## src/rtl/fetch_unit_pkg.sv

```systemverilog
// rtl/fetch_unit_pkg.sv - shared types and constants for the instruction fetch stage
package qu_fetch_pkg;

  localparam int FETCH_XLEN  = 32;
  localparam int INSTR_BYTES = 4;

  typedef struct packed {
    logic [FETCH_XLEN-1:0] pc;
    logic [31:0]           instr;
  } fetch_entry_t;

  // kill sits in the LSB so the FIFO kill-all hook can set bit 0 of every entry
  typedef struct packed {
    logic [FETCH_XLEN-1:0] pc;
    logic                  kill;
  } inflight_entry_t;

endpackage

```

## src/rtl/fetch_fifo.sv

```systemverilog
// rtl/fetch_fifo.sv - synchronous FIFO with flush, occupancy count and kill-all hook
module fetch_fifo #(
  parameter int  DEPTH   = 4,
  parameter type T       = logic [7:0],
  parameter bit  KILL_EN = 1'b0
) (
  input  logic                       clk,
  input  logic                       rst,
  input  logic                       flush,
  input  logic                       kill_all,
  input  logic                       push,
  input  T                           push_data,
  input  logic                       pop,
  output T                           head_data,
  output logic                       empty,
  output logic                       full,
  output logic [$clog2(DEPTH+1)-1:0] count
);

  localparam int AW = $clog2(DEPTH);
  localparam int CW = $clog2(DEPTH+1);
  localparam int W  = $bits(T);

  logic [W-1:0]  mem_q [DEPTH];
  logic [AW-1:0] rd_ptr_q;
  logic [AW-1:0] wr_ptr_q;
  logic [CW-1:0] count_q;
  logic          do_push;
  logic          do_pop;

  assign empty   = (count_q == '0);
  assign full    = (count_q == CW'(DEPTH));
  assign count   = count_q;
  assign do_pop  = pop && !empty;
  // a pop in the same cycle frees the slot, so a full FIFO can still accept
  assign do_push = push && (!full || do_pop);

  assign head_data = mem_q[rd_ptr_q];

  always_ff @(posedge clk) begin
    if (rst || flush) begin
      rd_ptr_q <= '0;
      wr_ptr_q <= '0;
      count_q  <= '0;
    end else begin
      if (do_push) wr_ptr_q <= wr_ptr_q + 1'b1;
      if (do_pop)  rd_ptr_q <= rd_ptr_q + 1'b1;
      case ({do_push, do_pop})
        2'b10:   count_q <= count_q + 1'b1;
        2'b01:   count_q <= count_q - 1'b1;
        default: ;
      endcase
    end
  end

  // a fresh push in the kill cycle writes after the kill and so stays live
  always_ff @(posedge clk) begin
    if (KILL_EN && kill_all) begin
      for (int i = 0; i < DEPTH; i++) mem_q[i][0] <= 1'b1;
    end
    if (do_push && !flush && !rst) mem_q[wr_ptr_q] <= push_data;
  end

endmodule

```

## src/rtl/fetch_unit.sv

```systemverilog
// rtl/fetch_unit.sv - sequential PC generation, imem request tracking and fetch queue to decode
module fetch_unit #(
  parameter int              XLEN         = 32,
  parameter logic [XLEN-1:0] RESET_PC     = '0,
  parameter int              FQ_DEPTH     = 4,
  parameter int              MAX_INFLIGHT = 2
) (
  input  logic            clk,
  input  logic            rst,
  input  logic            if_en,
  input  logic            redirect_valid,
  input  logic [XLEN-1:0] redirect_pc,
  output logic            imem_req_valid,
  input  logic            imem_req_ready,
  output logic [XLEN-1:0] imem_req_addr,
  input  logic            imem_resp_valid,
  input  logic [31:0]     imem_resp_data,
  output logic            dec_valid,
  input  logic            dec_ready,
  output logic [XLEN-1:0] dec_pc,
  output logic [31:0]     dec_instr
);

  import qu_fetch_pkg::*;

  localparam int FQ_CW = $clog2(FQ_DEPTH+1);
  localparam int TR_CW = $clog2(MAX_INFLIGHT+1);

  logic [XLEN-1:0]  pc_q;
  logic             credit_ok;
  logic             req_fire;
  logic             resp_keep;
  logic             dec_fire;

  inflight_entry_t  trk_push_data;
  inflight_entry_t  trk_head;
  logic             trk_empty;
  logic             trk_full;
  logic [TR_CW-1:0] inflight_cnt;

  fetch_entry_t     fq_push_data;
  fetch_entry_t     fq_head;
  logic             fq_empty;
  logic             fq_full;
  logic [FQ_CW-1:0] fq_count;

  // reserving a queue slot per outstanding request lets responses arrive unthrottled
  assign credit_ok = (int'(inflight_cnt) < MAX_INFLIGHT) &&
                     ((int'(inflight_cnt) + int'(fq_count)) < FQ_DEPTH);

  assign imem_req_valid = !rst && if_en && !redirect_valid && credit_ok;
  assign imem_req_addr  = pc_q;
  assign req_fire       = imem_req_valid && imem_req_ready;

  assign resp_keep = imem_resp_valid && !trk_empty && !trk_head.kill && !redirect_valid;
  assign dec_valid = !fq_empty;
  assign dec_fire  = dec_valid && dec_ready && !redirect_valid;
  assign dec_pc    = fq_head.pc;
  assign dec_instr = fq_head.instr;

  assign trk_push_data = '{pc: pc_q, kill: 1'b0};
  assign fq_push_data  = '{pc: trk_head.pc, instr: imem_resp_data};

  always_ff @(posedge clk) begin
    if (rst) begin
      pc_q <= RESET_PC;
    end else if (redirect_valid) begin
      pc_q <= {redirect_pc[XLEN-1:2], 2'b00};
    end else if (req_fire) begin
      pc_q <= pc_q + XLEN'(INSTR_BYTES);
    end
  end

  // in-flight requests survive a redirect so their responses can be matched and dropped
  fetch_fifo #(
    .DEPTH   (MAX_INFLIGHT),
    .T       (inflight_entry_t),
    .KILL_EN (1'b1)
  ) u_tracker (
    .clk       (clk),
    .rst       (rst),
    .flush     (1'b0),
    .kill_all  (redirect_valid),
    .push      (req_fire),
    .push_data (trk_push_data),
    .pop       (imem_resp_valid),
    .head_data (trk_head),
    .empty     (trk_empty),
    .full      (trk_full),
    .count     (inflight_cnt)
  );

  fetch_fifo #(
    .DEPTH   (FQ_DEPTH),
    .T       (fetch_entry_t),
    .KILL_EN (1'b0)
  ) u_fetch_queue (
    .clk       (clk),
    .rst       (rst),
    .flush     (redirect_valid),
    .kill_all  (1'b0),
    .push      (resp_keep),
    .push_data (fq_push_data),
    .pop       (dec_fire),
    .head_data (fq_head),
    .empty     (fq_empty),
    .full      (fq_full),
    .count     (fq_count)
  );

  a_resp_has_owner: assert property (@(posedge clk) disable iff (rst)
    imem_resp_valid |-> !trk_empty);

  a_tracker_no_overflow: assert property (@(posedge clk) disable iff (rst)
    req_fire |-> !trk_full);

  a_queue_no_overflow: assert property (@(posedge clk) disable iff (rst)
    (resp_keep && fq_full) |-> dec_fire);

endmodule
```

## config.mk

```make
export PLATFORM = sky130hd
export DESIGN_NAME = fetch_unit
export DESIGN_NICKNAME = d
export VERILOG_FILES = /design/src/rtl/fetch_unit_pkg.sv /design/src/rtl/fetch_fifo.sv /design/src/rtl/fetch_unit.sv
export SDC_FILE = /design/constraint.sdc
export NUM_CORES = 1
export LEC_CHECK = 0
export CAP_MARGIN = 20
export CELL_PAD_IN_SITES_DETAIL_PLACEMENT = 1
export CELL_PAD_IN_SITES_GLOBAL_PLACEMENT = 1
export CORE_UTILIZATION = 51
export DETAILED_ROUTE_END_ITERATION = 8
export HOLD_SLACK_MARGIN = 0.06
export PLACE_DENSITY_LB_ADDON = 0.1
export SLEW_MARGIN = 30
export SYNTH_ARGS = -nofsm -noshare
export SYNTH_HDL_FRONTEND = slang
export SYNTH_SLANG_ARGS = --single-unit
```

## constraint.sdc

```tcl
create_clock -name clk -period 5.34 [get_ports clk]
set_input_delay 1.068 -clock clk [delete_from_list [all_inputs] [get_ports clk]]
set_output_delay 1.068 -clock clk [all_outputs]
set_load 0.05 [all_outputs]
```

## After elaboration in Yosys (flattened, before gate mapping)

Memories as Yosys holds them, arrays and structs flattened. A register that Yosys moved wholly into a read port is not among the register bits.
Index checks and enable logic that the tools add are counted.

| cells by class | value |
|---|---|
| multiplexer cells | 17 |
| magnitude comparators | 2 |
| $add $sub $neg | 10 |
| reduce and logical (&&, ||, !) cells | 33 |
| equal/unequal tests | 6 |

Operator list:

| operator | number |
|---|---|
| 32-bit two-way mux | 2 |
| 33-bit two-way mux | 1 |
| 33-bit OR reduction | 1 |
| 32-bit by 3-bit adder with 32-bit output, second input constant | 1 |
| 1-bit logical AND | 16 |
| 1-bit two-way mux | 9 |
| 1-bit logical NOT | 7 |
| 2-bit by 1-bit adder with 2-bit output, second input constant | 3 |
| 2-bit equality test, second input constant | 3 |
| 2-bit two-way mux | 3 |
| 3-bit one-hot mux with 2 select lines | 1 |
| 2-bit nonzero test | 3 |
| 2-bit by 3-bit adder with 4-bit output | 1 |
| 2-bit by 1-bit equality test with 1-bit output, second input constant | 2 |
| 4-bit by 3-bit < comparator with 1-bit output, second input constant | 1 |
| 2-bit one-hot mux with 2 select lines | 1 |
| 3-bit by 1-bit adder with 3-bit output, second input constant | 1 |
| 3-bit equality test, second input constant | 1 |
| 3-bit logical NOT | 1 |
| 1-bit logical OR | 3 |
| 3-bit by 1-bit subtractor with 3-bit output, second input constant | 1 |
| 1-bit adder, second input constant | 2 |
| 2-bit logical NOT | 1 |
| 2-bit < comparator, second input constant | 1 |
| other kinds (2) | 2 |

| word-level totals | value |
|---|---|
| output and inout port bits | 98 |
| register bits after elaboration | 43 |
| word-level logic and storage cells | 78 |
| input port bits | 71 |
| memories kept | 2 |
| RAM bits | 322 |

Memories:

| memory | words | width | rd ports | clocked after Yosys merged registers in | write ports | RTL line | text |
|---|---|---|---|---|---|---|---|
| u_fetch_queue.mem_q | 4 | 64 | 1 | 1 | 1 | fetch_fifo.sv:24 | `logic [W-1:0] mem_q [DEPTH];` |
| u_tracker.mem_q | 2 | 33 | 1 | 1 | 2 | fetch_fifo.sv:24 |  |

## Depth between registers and ports, before layout

| depth | value |
|---|---|
| depth in word-level cells | 11 |
| mapped depth | 9 |
| mapped depth without buffers | 9 |

## By module

A second synthesis with hierarchy kept.

| unflattened totals | value |
|---|---|
| cell total of the unflattened synthesis | 783 |
| area, all modules | 14262.4 µm² |

By module, submodules not included:

| module | cells each | times used | area each (µm²) |
|---|---|---|---|
| fetch_fifo (u_fetch_queue) | 402 | 1 | 9780.6 |
| fetch_fifo (u_tracker) | 139 | 1 | 2643.8 |
| fetch_unit | 242 | 1 | 1838.0 |

## Worst setup path before layout

Ideal clock, no wire load.

| path | value |
|---|---|
| path type | input -> register |
| from | input port imem_resp_valid |
| to | memory u_fetch_queue.mem_q[0][0] in the netlist's numbering, enable pin |
| setup time | 0.427 ns |
| slack | 1.499 ns |
| data required time | 4.913 ns |
| stages | 5 |
| arrival | 3.414 ns |
| cell sequence | o21ai_0 > nor4_1 > inv_2 > nor2_1 > and2_1 |

| between the ends | value |
|---|---|
| word-level cells in the longest chain between the ends | 8 |

RTL lines:

| element | RTL line | text |
|---|---|---|
| start: declaration | fetch_unit.sv:16 | `input logic imem_resp_valid,` |
| 1-bit logical AND (3 in series) | fetch_unit.sv:55 | `assign resp_keep = imem_resp_valid && !trk_empty && !trk_head.kill && !redirect_valid;` |
| 1-bit logical AND | fetch_fifo.sv:36 | `assign do_push = push && (!full \|\| do_pop);` |
| 1-bit logical AND (2 in series) | fetch_fifo.sv:61 | `if (do_push && !flush && !rst) mem_q[wr_ptr_q] <= push_data;` |
| 1-bit two-way mux | fetch_fifo.sv:61 |  |
| 1-bit two-way mux (not written as such) | fetch_fifo.sv:61 |  |
| end: declaration | fetch_fifo.sv:24 |  |

No other way between the ends.

==> run_results.csv <==
group,metric,value,unit
logic_synthesis,yosysSeqAreaShare,0.741,
min_path,min_path_type,"reg2reg",
logic_synthesis,async_flop_share,0,
timing,finalCritPeriodShare,0.775,
cts,clk_latency,0.51,ns
logic_synthesis,synthTopCellsByArea,"edfxtp_1 (67%), mux4_2 (10%), dfxtp_1 (6.7%)",
layout,n_antenna_cell,0,
drt,wl,30.6,mm
layout,area_growth,23.6,%
drt,wl_per_cell,23.7,um
drt,drt_iter0_markers,548,
grt,overflow,0,
cts,clockRootBuffer,"clkbuf_16",
drt,drc,19,
power_and_ir_drop,powerDensity,340,nW/um^2
timing,final.setup.worst_slack,1.20,ns
die,core-area,26200,sq um
timing,finClkSkew,0.0122,ns
logic_synthesis,synth_cell_types,53,
timing,grt_setup_unrepaired,"false",
grt,grt_max_degree,46,
grt,grt_pass1_vias,8181,
logic_synthesis,ys_warn_count,0,
grt,grt_util_all_layers,0.229,
drt,dr_total_vias,7464,
worst_setup_path,start_kind,"flip-flop",
min_path,worstHoldStart,"u_tracker.mem_q[0][0]",
logic_synthesis,syn_inst,749,
logic_synthesis,syn_avg_cell_area,18.3,sq um
worst_setup_path,critical_path_required,4.27,ns
cts,post_cts_resized,0,
worst_setup_path,critical_path.max_fanout,34,
die,start_util,0.524,
place,io_buffers,162,
grt,grt_antenna_before_repair,0,
place,dp_hpwl,19.6,mm
place,place_ws,1.32,ns
timing,slew_headroom,0.426,
place,gp_congestion,0.824,
timing,max_freq,242,MHz
cts,cts_hold_buf,0,
timing,holdWs,0.479,ns
logic_synthesis,synth_area_leader_cell,"edfxtp_1",
timing,setup_violations,0,
logic_synthesis,syn-cell-area,13700,sq um
outcome,outcome,"complete, but fails checks",
die,num_rows,59,
layout,fin_util,0.647,
cts,htree_levels,2,
drt,drt.antenna.violating_nets,0,
timing,final_max_slew_viol_count,0,
die,die_h,166,um
timing,worst_pin_slew,0.857,ns
drt,drt_first_pass_iters,6,
outcome,violations,"DRC",
cts,cts_tree,"yes",
logic_synthesis,synth_common_cells,"edfxtp_1 (308), mux4_2 (62), dfxtp_1 (46), nor2_1 (33), mux2_2 (32)",
layout,nets,1008,
worst_setup_path,reg2reg_slack,2.02,ns
run,drv_cap,0,
logic_synthesis,ys_seq_elements,354,
timing,min_period,4.14,ns
drt,viasPerCell,5.79,
cts,clockBufferDepth,3,
logic_synthesis,synth_edf_count,308,
worst_setup_path,worstSetupEndpointType,"output pin",
power_and_ir_drop,leakage,0.00541,uW
logic_synthesis,synthMostInstantiatedCell,"edfxtp_1",
cts,cts.clk_slew.worst_paths,0.06,ns
die,num_io_pins,169,
logic_synthesis,synth_top_cell_area_share,0.674,
cts,numCtsBuffers,36,
cts,postCtsSetupRepairBufs,0,
die,dieArea,27600,sq um
die,dieWidth,166,um
cts,cts_num_sinks,354,
worst_setup_path,path_class,"reg2out",
timing,finalSetupTns,0,ns
power_and_ir_drop,ir_drop,277,uV
grt,grt_pass1_wl,47.8,mm
logic_synthesis,synth_flop_cell,"edfxtp_1",
timing,hold_viol,0,
layout,final_layout_size_suffix_gt1_frac,0.186,
worst_setup_path,cp.arrival,3.07,ns
==> report_power, final <==
part | total [uW] | switching (uW) | internal, uW | leakage (uW)
Combinational | 223 | 130 | 93.5 | 0.00169
Sequential | 3050 | 37.8 | 3010 | 0.00316
Clock | 2500 | 989 | 1510 | 0.000566
Total | 5770 | 1160 | 4620 | 0.00541
==> placed cells by master (no fill, tap or decap), drive strengths merged, types with 3 or more instances in the layout <==
cell type,count
nor2,33
ha,7
a41oi,3
nor3,14
nor2b,3
and4,4
a31oi,12
nand3,11
clkinv,12
nor4,7
nand2b,5
or3,5
nand4,20
and3,4
o21a,6
bufinv,5
xor2,8
clkbuf,44
inv,14
xnor2,6
buf,16
nand2,24
o21ai,17
and2,6
clkdlybuf4s50,162
conb,4
mux4,62
mux2,36
a21oi,30
dfxtp,46
edfxtp,308
==> routing by layer <==
| layer | part of all wire | routed length (um) | global-route usage | vias up |
|---|---|---|---|---|
| met1 | 0.41 | 12600 | 0.298 | 3821 |
| met2 | 0.51 | 15500 | 0.397 | 245 |
| met4 | 0.023 | 700 | 0.0630 | 0 |
| met5 | 0 | 0 | 0 | - |
| met3 | 0.057 | 1750 | 0.0417 | 44 |
| li1 | - | - | - | 3354 |
==> final cells by class <==
class / count / area [sq um]
flip-flops and latches: 354 / 10200
repair buffers: 178 / 1790
well taps: 335 / 419
multi-input cells: 345 / 3360
clock inverters: 19 / 216
inverters: 14 / 52.6
fillers: 2234 / 9240
clock buffers: 44 / 952
==> cells by family (layout without fill, tap and decap cells) <==
kind of cell / Yosys count / after routing / share of synthesized area
compound gates: 75 / 75 / 0.0323
xor+xnor: 14 / 14 / 0.00893
fa+ha+maj: 8 / 8 / 0.00784
buf+inv: 53 / 255 / 0.0169
flops: 354 / 354 / 0.741
mux: 100 / 100 / 0.133
other cells: 1 / 4 / 0.000273
simple gates: 144 / 144 / 0.0604
==> per-stage QoR <==
stage	total power (uW)	instances	cell area, sq um
finish	5770	1289	17000
global route	5920	1289	17000
CTS	5810	1289	17000
detailed placement	3330	1226	15800
global placement	3320	1226	15800
floorplan	3210	752	13700
==> flip-flops by register name, summed over array words and instances, names as in the netlist, named ones only <==
| register | cells |
|---|---|
| u_tracker.wr_ptr_q | 1 |
| u_fetch_queue.mem_q | 248 |
| u_tracker.mem_q | 62 |
| u_tracker.rd_ptr_q | 1 |
| u_fetch_queue.count | 3 |
| imem_req_addr | 30 |
| u_tracker.count | 2 |
| u_fetch_queue.wr_ptr_q | 2 |
| u_fetch_queue.rd_ptr_q | 2 |
==> worst max-delay path, cell delays in order, from the launching register on <==
cell             delay, ns
dfxtp_4               0.80
buf_4                 0.38
mux4_2                0.57
clkdlybuf4s50_1       0.76
==> path summary, 6_finish.rpt <==
| path | cells after the start | end |
|---|---|---|
| setup / recovery | 3 | dec_pc[14] |
| hold reg to reg | 2 | u_tracker.mem_q[0][0] |
| hold / removal | 2 | u_tracker.mem_q[0][0] |
| setup reg to reg | 7 | u_fetch_queue.mem_q[3][2] |
(Power assumes the default switching activity.)
